<file path="config.mk">
export PLATFORM = sky130hd
export DESIGN_NAME = trap_ctrl
export DESIGN_NICKNAME = d
export VERILOG_FILES = /design/src/rtl/trap_ctrl.sv
export SDC_FILE = /design/constraint.sdc
export NUM_CORES = 1
export LEC_CHECK = 0
export ABC_CLOCK_PERIOD_IN_PS = 3100
export BUFFER_PORTS_ARGS = -buffer_cell sky130_fd_sc_hd__buf_2
export CAP_MARGIN = 20
export CORE_AREA = 2 2 168 170
export CTS_BUF_LIST = sky130_fd_sc_hd__clkbuf_8
export DETAILED_ROUTE_END_ITERATION = 10
export DIE_AREA = 0 0 170 172
export HOLD_SLACK_MARGIN = 0.1
export PLACE_DENSITY_LB_ADDON = 0.05
export RECOVER_POWER = 50
export SYNTH_ARGS = -nofsm -noshare
export SYNTH_HDL_FRONTEND = slang
export SYNTH_SLANG_ARGS = --single-unit
</file>
<file path="constraint.sdc">
create_clock -name clk_i -period 3.1 [get_ports clk_i]
set_input_delay 0.93 -clock clk_i [delete_from_list [all_inputs] [get_ports clk_i]]
set_output_delay 0.93 -clock clk_i [all_outputs]
set_load 0.02 [all_outputs]
</file>
<file path="src/rtl/trap_ctrl.sv">
// Machine-mode trap sequencer: picks the winning exception, interrupt or
// MRET at commit, builds the CSR update values and the redirect target, then
// walks the pipeline through write -> flush/redirect -> resume.
module trap_ctrl #(
  parameter logic [31:0] RESET_PC    = 32'h0000_0000,
  parameter bit          VECTORED_EN = 1'b1
) (
  input  logic        clk_i,
  input  logic        rst_ni,
  input  logic        valid_i,
  input  logic [31:0] pc_i,
  input  logic [31:0] next_pc_i,
  input  logic        exc_fetch_mis_i,
  input  logic        exc_illegal_i,
  input  logic        exc_ebreak_i,
  input  logic        exc_ecall_i,
  input  logic        exc_load_mis_i,
  input  logic        exc_store_mis_i,
  input  logic [31:0] bad_addr_i,
  input  logic [31:0] instr_i,
  input  logic        mret_i,
  input  logic        irq_ext_i,
  input  logic        irq_sw_i,
  input  logic        irq_timer_i,
  input  logic [31:0] mie_i,
  input  logic [31:0] mstatus_i,
  input  logic [31:0] mtvec_i,
  input  logic [31:0] mepc_i,
  output logic        we_exc_o,
  output logic [31:0] mcause_o,
  output logic [31:0] mepc_o,
  output logic [31:0] mtval_o,
  output logic [31:0] mstatus_o,
  output logic        stall_o,
  output logic        flush_o,
  output logic        redirect_o,
  output logic [31:0] trap_pc_o
);

  typedef enum logic [1:0] {S_IDLE, S_TRAP, S_MRET, S_JUMP} state_e;

  state_e      state_q, state_d;
  logic [31:0] mcause_q, mcause_d;
  logic [31:0] mepc_q, mepc_d;
  logic [31:0] mtval_q, mtval_d;
  logic [31:0] mstatus_q, mstatus_d;
  logic [31:0] trap_pc_q, trap_pc_d;

  logic        exc_any, irq_any, ext_en, sw_en, tmr_en;
  logic        take_exc, take_mret, take_irq;
  logic [30:0] exc_code, irq_code;
  logic [31:0] exc_tval, base;
  logic        unused_bits;

  // Only mie bits 11/7/3 and the word-aligned part of mepc matter here.
  assign unused_bits = ^{mepc_i[1:0], mie_i};

  // Event decode and prioritisation; only acted on when IDLE.
  always_comb begin
    exc_any  = exc_fetch_mis_i | exc_illegal_i | exc_ebreak_i |
               exc_ecall_i | exc_load_mis_i | exc_store_mis_i;
    ext_en   = irq_ext_i   & mie_i[11];
    sw_en    = irq_sw_i    & mie_i[3];
    tmr_en   = irq_timer_i & mie_i[7];
    irq_any  = mstatus_i[3] & (ext_en | sw_en | tmr_en);

    exc_code = 31'd6;
    exc_tval = bad_addr_i;
    if (exc_fetch_mis_i) begin
      exc_code = 31'd0;  exc_tval = bad_addr_i;
    end else if (exc_illegal_i) begin
      exc_code = 31'd2;  exc_tval = instr_i;
    end else if (exc_ebreak_i) begin
      exc_code = 31'd3;  exc_tval = 32'h0;
    end else if (exc_ecall_i) begin
      exc_code = 31'd11; exc_tval = 32'h0;
    end else if (exc_load_mis_i) begin
      exc_code = 31'd4;  exc_tval = bad_addr_i;
    end

    if (ext_en)     irq_code = 31'd11;
    else if (sw_en) irq_code = 31'd3;
    else            irq_code = 31'd7;

    take_exc  = (state_q == S_IDLE) && valid_i && exc_any;
    take_mret = (state_q == S_IDLE) && valid_i && !exc_any && mret_i;
    take_irq  = (state_q == S_IDLE) && valid_i && !exc_any && !mret_i && irq_any;

    base = {mtvec_i[31:2], 2'b00};
  end

  // CSR update values and redirect target, captured on the event cycle.
  always_comb begin
    mcause_d  = mcause_q;
    mepc_d    = mepc_q;
    mtval_d   = mtval_q;
    mstatus_d = mstatus_q;
    trap_pc_d = trap_pc_q;
    if (take_exc || take_irq) begin
      mcause_d  = take_exc ? {1'b0, exc_code} : {1'b1, irq_code};
      mepc_d    = take_exc ? pc_i : next_pc_i;
      mtval_d   = take_exc ? exc_tval : 32'h0;
      mstatus_d = mstatus_i;
      mstatus_d[7]     = mstatus_i[3];
      mstatus_d[3]     = 1'b0;
      mstatus_d[12:11] = 2'b11;
      if (VECTORED_EN && take_irq && (mtvec_i[1:0] == 2'b01))
        trap_pc_d = base + {irq_code[29:0], 2'b00};
      else
        trap_pc_d = base;
    end else if (take_mret) begin
      mstatus_d = mstatus_i;
      mstatus_d[3]     = mstatus_i[7];
      mstatus_d[7]     = 1'b1;
      mstatus_d[12:11] = 2'b11;
      trap_pc_d = {mepc_i[31:2], 2'b00};
    end
  end

  // Next-state: event -> write cycle -> redirect cycle -> idle.
  always_comb begin
    state_d = state_q;
    case (state_q)
      S_IDLE: if (take_exc || take_irq) state_d = S_TRAP;
              else if (take_mret)       state_d = S_MRET;
      S_TRAP,
      S_MRET: state_d = S_JUMP;
      S_JUMP: state_d = S_IDLE;
      default: state_d = S_IDLE;
    endcase
  end

  // State and captured values; reset drops any sequence in flight.
  always_ff @(posedge clk_i or negedge rst_ni) begin
    if (!rst_ni) begin
      state_q   <= S_IDLE;
      mcause_q  <= 32'h0;
      mepc_q    <= 32'h0;
      mtval_q   <= 32'h0;
      mstatus_q <= 32'h0;
      trap_pc_q <= RESET_PC;
    end else begin
      state_q   <= state_d;
      mcause_q  <= mcause_d;
      mepc_q    <= mepc_d;
      mtval_q   <= mtval_d;
      mstatus_q <= mstatus_d;
      trap_pc_q <= trap_pc_d;
    end
  end

  // Pipeline controls decoded from the current state.
  always_comb begin
    we_exc_o   = (state_q == S_TRAP) || (state_q == S_MRET);
    stall_o    = (state_q != S_IDLE);
    flush_o    = (state_q == S_JUMP);
    redirect_o = (state_q == S_JUMP);
  end

  assign mcause_o  = mcause_q;
  assign mepc_o    = mepc_q;
  assign mtval_o   = mtval_q;
  assign mstatus_o = mstatus_q;
  assign trap_pc_o = trap_pc_q;

endmodule

</file>
After elaboration in Yosys (flattened, before gate mapping). Cells that the tools add are included. Widths: inputs -> output; s select.

Add/subtract/negate cells: 1. Equal/unequal tests: 5. Multiplexer cells: 22. Bitwise operators: 11. Reductions and logical operators: 15.

Operator list (count): $mux 32 (12); $add 32x32->32 (1); $mux 31 (1); $mux 4 (4); $logic_and 1x1->1 (7); $or 1x1->1 (7); $mux 2 (3); $pmux 2 s3 (1); $and 1x1->1 (4); $eq 2x1->1 const B (2); $eq 2x2->1 const B (2); $reduce_bool 2->1 (2); $mux 3 (1); $ne 3x2->1 const B (1); $logic_not 1->1 (2); $logic_not 2->1 (1); $logic_or 1x1->1 (2); $reduce_or 2->1 (1).

Bits in registers: 162. Input bits: 269. Output and inout port bits: 164.

Logic depth before layout (Yosys ltp). Gate-level depths: netlist of the first run.

Depth after elaboration: 12. Mapped depth: 11.

Worst setup path before layout of the first run. OpenSTA, ideal clock, no wires.

Path kind: in2reg. From: input port exc_fetch_mis_i. To: register trap_pc_q[31], in the netlist trap_pc_o[31]. Data arrival time: 2.731 ns. Slack: 0.242 ns. Stages on the path: 6. Buffers on the path: 0. Cells stage by stage: or4_4 > nor4_4 > nand4_2 > or4_4 > xor2_1 > o21ai_1.

Cells in the longest elaborated chain, start to end: 12. Elaborated cells on any way between the ends: 16. Those cells by class: mux: 2; bitwise: 5; reduce/logical: 9.

Ends and longest elaborated chain: from (decl) (line 13) `input logic exc_fetch_mis_i,`; $or 1x1->1 (*) (3 in a row) (line 60) `exc_any = exc_fetch_mis_i | exc_illegal_i | exc_ebreak_i |`; $or 1x1->1 (*) (2 in a row) (line 61) `exc_ecall_i | exc_load_mis_i | exc_store_mis_i;`; $logic_not 1->1 (line 86, 87); $logic_and 1x1->1 (line 86, 87); $logic_and 1x1->1 (2 in a row) (line 87) `take_irq = (state_q == S_IDLE) && valid_i && !exc_any && !mret_i && irq_any;`; $logic_and 1x1->1 (line 107) `if (VECTORED_EN && take_irq && (mtvec_i[1:0] == 2'b01))`; $mux 32 (line 107); $mux 32 (line 99) `if (take_exc || take_irq) begin`; to (signal assigned) (line 148) `trap_pc_q <= trap_pc_d;`; to (decl) (line 47) `logic [31:0] trap_pc_q, trap_pc_d;`.

Every way passes the cells marked *; elsewhere a longest branch is shown, timed or not. A chain may end at the register's enable or synchronous reset.

Worst setup path in the final report of the first run.
From: input port exc_fetch_mis_i. To: register trap_pc_q[24], in the netlist trap_pc_o[24].

Same word-level chain as after synthesis.

==> results of run 1 <==
## report_power, final
group          leakage, uW  internal (uW)  total [uW]  switching (uW)
clock             0.000199            677        1530             858
sequential         0.00158           2520        2910             399
combinational      0.00269           1240        3820            2580
## cell type report
class,instances,area share [%]
antenna,5,0.136
clock buffer,17,2.55
clock inverter,15,1.78
inverter,10,0.409
multi-input combinational,564,32.7
sequential,132,36.0
tap,346,4.71
timing repair buffer,391,21.8
## state kept, by name, summed over array words and instances (netlist names)
signal / count
mepc_o: 32
mtval_o: 32
mstatus_o: 31
trap_pc_o: 30
mcause_o: 5
state_q: 2
## per-layer routing
| metal | share of wire [%] | wire length (um) | vias to the layer above |
|---|---|---|---|
| li1 | - | - | 3244 |
| met1 | 42 | 10500 | 3008 |
| met2 | 48 | 12000 | 249 |
| met3 | 8.8 | 2190 | 21 |
| met4 | 1.0 | 260 | 4 |
| met5 | 0.096 | 24 | - |
## critical path: cells and delay by family
family | cells | cell delay, ns
buffers and inverters | 1 | 0.13
AOI/OAI and AO/OA | 2 | 0.28
and+or+nand+nor | 4 | 1.71
## cell families after synthesis
kind of cell,Yosys count,share of synthesized area (%)
DFF,132,49.9
muxes,11,1.82
AOI/OAI and AO/OA,176,16.2
other,1,0.0567
and+or+nand+nor,315,20.2
adders and majority gates,6,1.13
xor gates and xnor gates,27,3.57
buffers and inverters,87,7.17
## final timing paths
kind	cells past startpoint	endpoint	slack (ns)	start
max in group asynchronous	2	mepc_o[8]	0.66	rst_ni
hold / removal	2	mstatus_o[6]	0.47	mstatus_o[6]
min in group asynchronous	1	trap_pc_o[25]	1.21	rst_ni
hold reg to reg	2	mstatus_o[6]	0.47	mstatus_o[6]
setup / recovery	7	trap_pc_o[24]	0.44	exc_fetch_mis_i
setup reg to reg	10	state_q[1]	0.55	state_q[0]
## synth_stat cells, types with 6 or more instances
cell type	number	area, um2
mux2_2	8	90.1
dfrtp_1	132	3300
xnor2_1	21	184
buf_4	31	233
ha_1	6	75.1
nor3_1	8	40.0
a21oi_1	30	150
o21ai_0	48	240
nand3_1	7	35.0
a31oi_1	36	225
nand2_1	197	739
nand4_1	8	50.1
o22ai_1	8	50.1
clkbuf_1	34	128
nor2_1	69	259
inv_1	10	37.5
xor2_1	6	52.6
a22oi_1	44	330
## timing repair
action | 4_1_cts | 5_1_grt
hold buffers | 0 | 0
endpoints found under the setup margin | 0 | 12
gates resized for setup | 0 | 1
## cells in the final DEF, fill, tap and decap left out, drive strengths merged, types with 2 or more instances in the layout
cell type and instances:
nand4b 2, dfrtp 132, nor4 2, nand3 7, o22ai 8, xor2 6
o22a 2, conb 29, or3 2, a22oi 44, nor2 70, and3 3
a31oi 36, diode 5, mux2i 3, and4 2, nand4 9, inv 20
nand2 197, nor3 8, clkinv 2, and2 2, nand2b 4, or4 2
mux2 8, clkinvlp 2, xnor2 21, ha 6, or2 3, a21oi 30
buf 323, o21ai 51, clkbuf 84
## stage by stage
| stage | setup slack, ns | std cells | power (uW) |
|---|---|---|---|
| floorplan | 0.242 | 783 | 5360 |
| CTS | 0.0815 | 1475 | 8540 |
| global placement | -0.166 | 1443 | 6950 |
| finish | 0.435 | 1480 | 8270 |
| global route | 0.277 | 1477 | 8950 |
| detailed placement | -0.202 | 1443 | 6950 |
==> results_dict.tcl, run 1 <==
set metrics [dict create \
    multiInputGateArea_um2 3000 \
    fmax_ghz 0.375 \
    synth-edff-count 0 \
    std_cell_rows 61 \
    fillers 3050 \
    die_h_um 172 \
    whs_ns 0.467 \
    die_x_um 170 \
    pin_count 433 \
    grt_pass1_vias 6418 \
    endpoint_kind "flop" \
    hold_viol_final 0 \
    ys_seq_area_share_pct 49.9 \
    synthArstFlopShare_pct 100 \
    met2_usage_pct 28.4 \
    dieArea_um2 29200 \
    rsz0062_at_grt "false" \
    tritoncts "yes" \
    grt.met1_usage_pct 20.5 \
    synthDistinctLibCells 48 \
    cts_buffer_depth 2 \
    avgRoutedWirePerCell_um 16.9 \
    dpl-instance-area_um2 8860 \
    syn_to_final_growth_pct 38.8 \
    p_leak_uw 0.00447 \
    use_met3_pct 5.56 \
    root_buffer "clkbuf_8" \
    syn_area_per_cell_um2 8.77 \
    cp_max_fo 6 \
    worstPathArrival_ns 3.05 \
    drv_slew 37 \
    slowest_delay_ns 0.59 \
    fin_crit_sh_pct 86.0 \
    fin_skew_ns 0.0127 \
    p_per_area_nw_per_um2 900 \
    synth_flop_cell "dfrtp_1" \
    groute.usage.overall_pct 16.7 \
    drive_above_1_share_pct 33.7 \
    ys_seq_elements 132 \
    grt-busiest-layer "met2" \
    path_cells "buf_2, or4_4, nor4_4, nand4_1, or3_1, a21oi_1, a221o_1" \
    clk_pin_slew_worst_paths_ns 0.10 \
    worst_pin_slew_ns 2.09 \
    drt-initial-drc-count 240 \
    cts_sinks 132 \
    status "complete, but fails checks" \
    relSlewSlack_pct -39.5 \
    post-route-drc-count 0 \
    port_buffers 370 \
    worstSetupStartpointType "input port" \
    wl_um 25000 \
    nets 1391 \
    grt_max_degree 97 \
    htreeDepth 4 \
    cap_violations 1 \
    vdd_drop_max_mv 0.282 \
    floorplan.initialDensity_pct 24.1 \
    vias_per_cell 4.41 \
    setup_violations 0 \
    critPathSlowestCell "or4_4" \
    cts_made_buffers 17 \
    worstHoldPathType "reg -> reg" \
    crit_type "in -> reg" \
    synthesis.area_um2 6620 \
    clock_latency_ns 0.45 \
    core_um2 27500 \
    grt-ovfl-total 0 \
    grt_pass1_wl_um 37300 \
    tns_ns 0 \
    antenna_found_initial 4 \
    routabilityCongestion 0.777 \
    violations "max-capacitance violations, max-slew violations" \
    seq_area_um2 3300 \
    final_util_pct 33.4 \
    firstDrtPassIters 6 \
    final_area_um2 9190 \
    dp_hpwl_um 18500 \
    antenna_left 0 \
    postCtsSetupRepairBufs 0 \
    via_count 6526 \
    netlist_instances 755 \
    min_period_ns 2.66 \
    yosysWarningCount 0 \
    worstPathRequired_ns 3.49 \
]
No activity file was read; power rests on OpenSTA's default activity.
==> inputs of run 2 (changes only) <==
--- a/config.mk
+++ b/config.mk
@@ -13,7 +13,6 @@
 export DETAILED_ROUTE_END_ITERATION = 10
 export DIE_AREA = 0 0 170 172
 export HOLD_SLACK_MARGIN = 0.1
-export PLACE_DENSITY_LB_ADDON = 0.05
 export RECOVER_POWER = 50
 export SYNTH_ARGS = -nofsm -noshare
 export SYNTH_HDL_FRONTEND = slang
==> results_dict.tcl, run 2 (synthesis results as in run 1) <==
set metrics [dict create \
    status "complete, but fails checks" \
    violations "max-capacitance violations, max-slew violations" \
    power_frac_clock_pct 19.0 \
    antenna_left 0 \
    use_met3_pct 3.64 \
    whs_ns 0.467 \
    endpoint_kind "flop" \
    slowest_delay_ns 0.58 \
    path_buf_inv 2 \
    fillers 2970 \
    syn_to_final_growth_pct 39.0 \
    pin_count 433 \
    post-route-drc-count 0 \
    crit_type "in -> reg" \
    fin_skew_ns 0.0120 \
    fin_crit_sh_pct 88.5 \
    vdd_drop_max_mv 0.373 \
    tritoncts "yes" \
    place_inst 1445 \
    crit_family "simple AND/OR/NAND/NOR gates" \
    swShare_pct 46.3 \
    root_buffer "clkbuf_8" \
    p_int_uw 4450 \
    cap_violations 1 \
    port_buffers 370 \
    via_count 6665 \
    path_cells "buf_2, or4_4, nor4_4, nand4_1, buf_4, nor3_1, xnor2_1, a21oi_1" \
    routabilityCongestion 0.795 \
    drv_slew 28 \
    drt-initial-drc-count 346 \
    grt.met1_usage_pct 18.4 \
    std_cell_rows 61 \
    avgRoutedWirePerCell_um 15.9 \
    r2r-end "trap_pc_o[23]" \
    r2r-start "state_q[0]" \
    vias_per_cell 4.50 \
    rsz0062_at_grt "false" \
    core_um2 27500 \
    hold_end "mstatus_o[24]" \
    postCtsSetupRepairBufs 0 \
    cts_made_buffers 17 \
    p_leak_uw 0.00448 \
    grt_pass1_wl_um 34900 \
    antenna_found_initial 2 \
    groute.usage.overall_pct 15.6 \
    p_per_area_nw_per_um2 901 \
    critPathSlowestCell "or4_4" \
    finalNonFillerCells 1480 \
    cts-resized-gates 0 \
    die_x_um 170 \
    place_ws_ns -0.0798 \
    tns_ns 0 \
    worstHoldPathType "reg -> reg" \
    clock_latency_ns 0.45 \
    mostFrequentLayoutCells "buf_2, nand2_1, dfrtp_1, nor2_1, clkbuf_1" \
    floorplan.initialDensity_pct 24.1 \
    setup_violations 0 \
    worst_pin_slew_ns 1.94 \
    dp_hpwl_um 17600 \
    nets 1393 \
    cp_max_fo 5 \
    worstSetupStartpointType "input port" \
    fmax_ghz 0.364 \
    relSlewSlack_pct -29.1 \
    firstDrtPassIters 4 \
    grt-busiest-layer "met2" \
    reg2reg_depth 9 \
    htreeDepth 4 \
    r2r_slack_ns 0.42 \
    clk_pin_slew_worst_paths_ns 0.10 \
    comb_power_share_pct 45.7 \
    dieArea_um2 29200 \
    p_seq_share_pct 35.3 \
    min_period_ns 2.74 \
    cts_hold_buf 0 \
    p_switching_uw 3840 \
    final_util_pct 33.5 \
    setup_slack_ns 0.355 \
    wl_um 23600 \
    grt-ovfl-total 0 \
    grt_max_degree 97 \
    worstPathArrival_ns 3.03 \
    grt_pass1_vias 6350 \
    worstPathRequired_ns 3.38 \
    cts_sinks 132 \
    min_from "mstatus_o[24]" \
    cts_buffer_depth 2 \
    hold_viol_final 0 \
    die_h_um 172 \
    layout_commonest_cell "buf_2" \
    met2_usage_pct 27.6 \
    worstHoldPathCells 2 \
    drive_above_1_share_pct 33.7 \
]
-- run 2: routing by layer --
metal	routed length, um	vias up
li1	-	3253
met1	9870	3109
met2	11600	279
met3	1580	24
met4	527	0
met5	0	-
-- run 2: final cells by class --
cell class	instances	area [um2]	share of cell area, %
timing repair buffer	393	2010	21.9
clock buffer	18	248	2.69
antenna	3	7.51	0.0816
tap	346	433	4.71
multi-input combinational	564	3000	32.6
clock inverter	14	160	1.74
sequential	132	3300	35.9
inverter	10	37.5	0.408
-- run 2: how the worst max path moves through the flow --
stage,from,end,slack (ns),cells after the start
floorplan,exc_fetch_mis_i,trap_pc_o[31],0.24,6
global placement,exc_illegal_i,trap_pc_o[30],-0.02,8
detailed placement,exc_illegal_i,trap_pc_o[30],-0.08,8
CTS,state_q[0],trap_pc_o[23],0.39,9
global route,state_q[0],trap_pc_o[3],0.14,9
finish,exc_illegal_i,trap_pc_o[30],0.36,8
-- run 2: stage by stage --
step                      total power (uW)  area [um2]
after floorplan                       5360        6720
after global placement                6840        8870
after detailed placement              6910        8870
after CTS                             8540        9280
after global routing                  8920        9200
final                                 8290        9200
-- run 2: power by group through the flow --
stage	combinational [uW]	clock, uW	sequential, uW
floorplan	1460	0	3890
global placement	3920	0	2920
detailed placement	3970	0	2940
CTS	3970	1650	2920
global route	4160	1720	3030
finish	3790	1580	2920
-- run 2: worst min-delay path: stages (launching register included) --
cell	delay (ns)
dfrtp_1	0.35
nand2_1	0.05
nand2_1	0.04
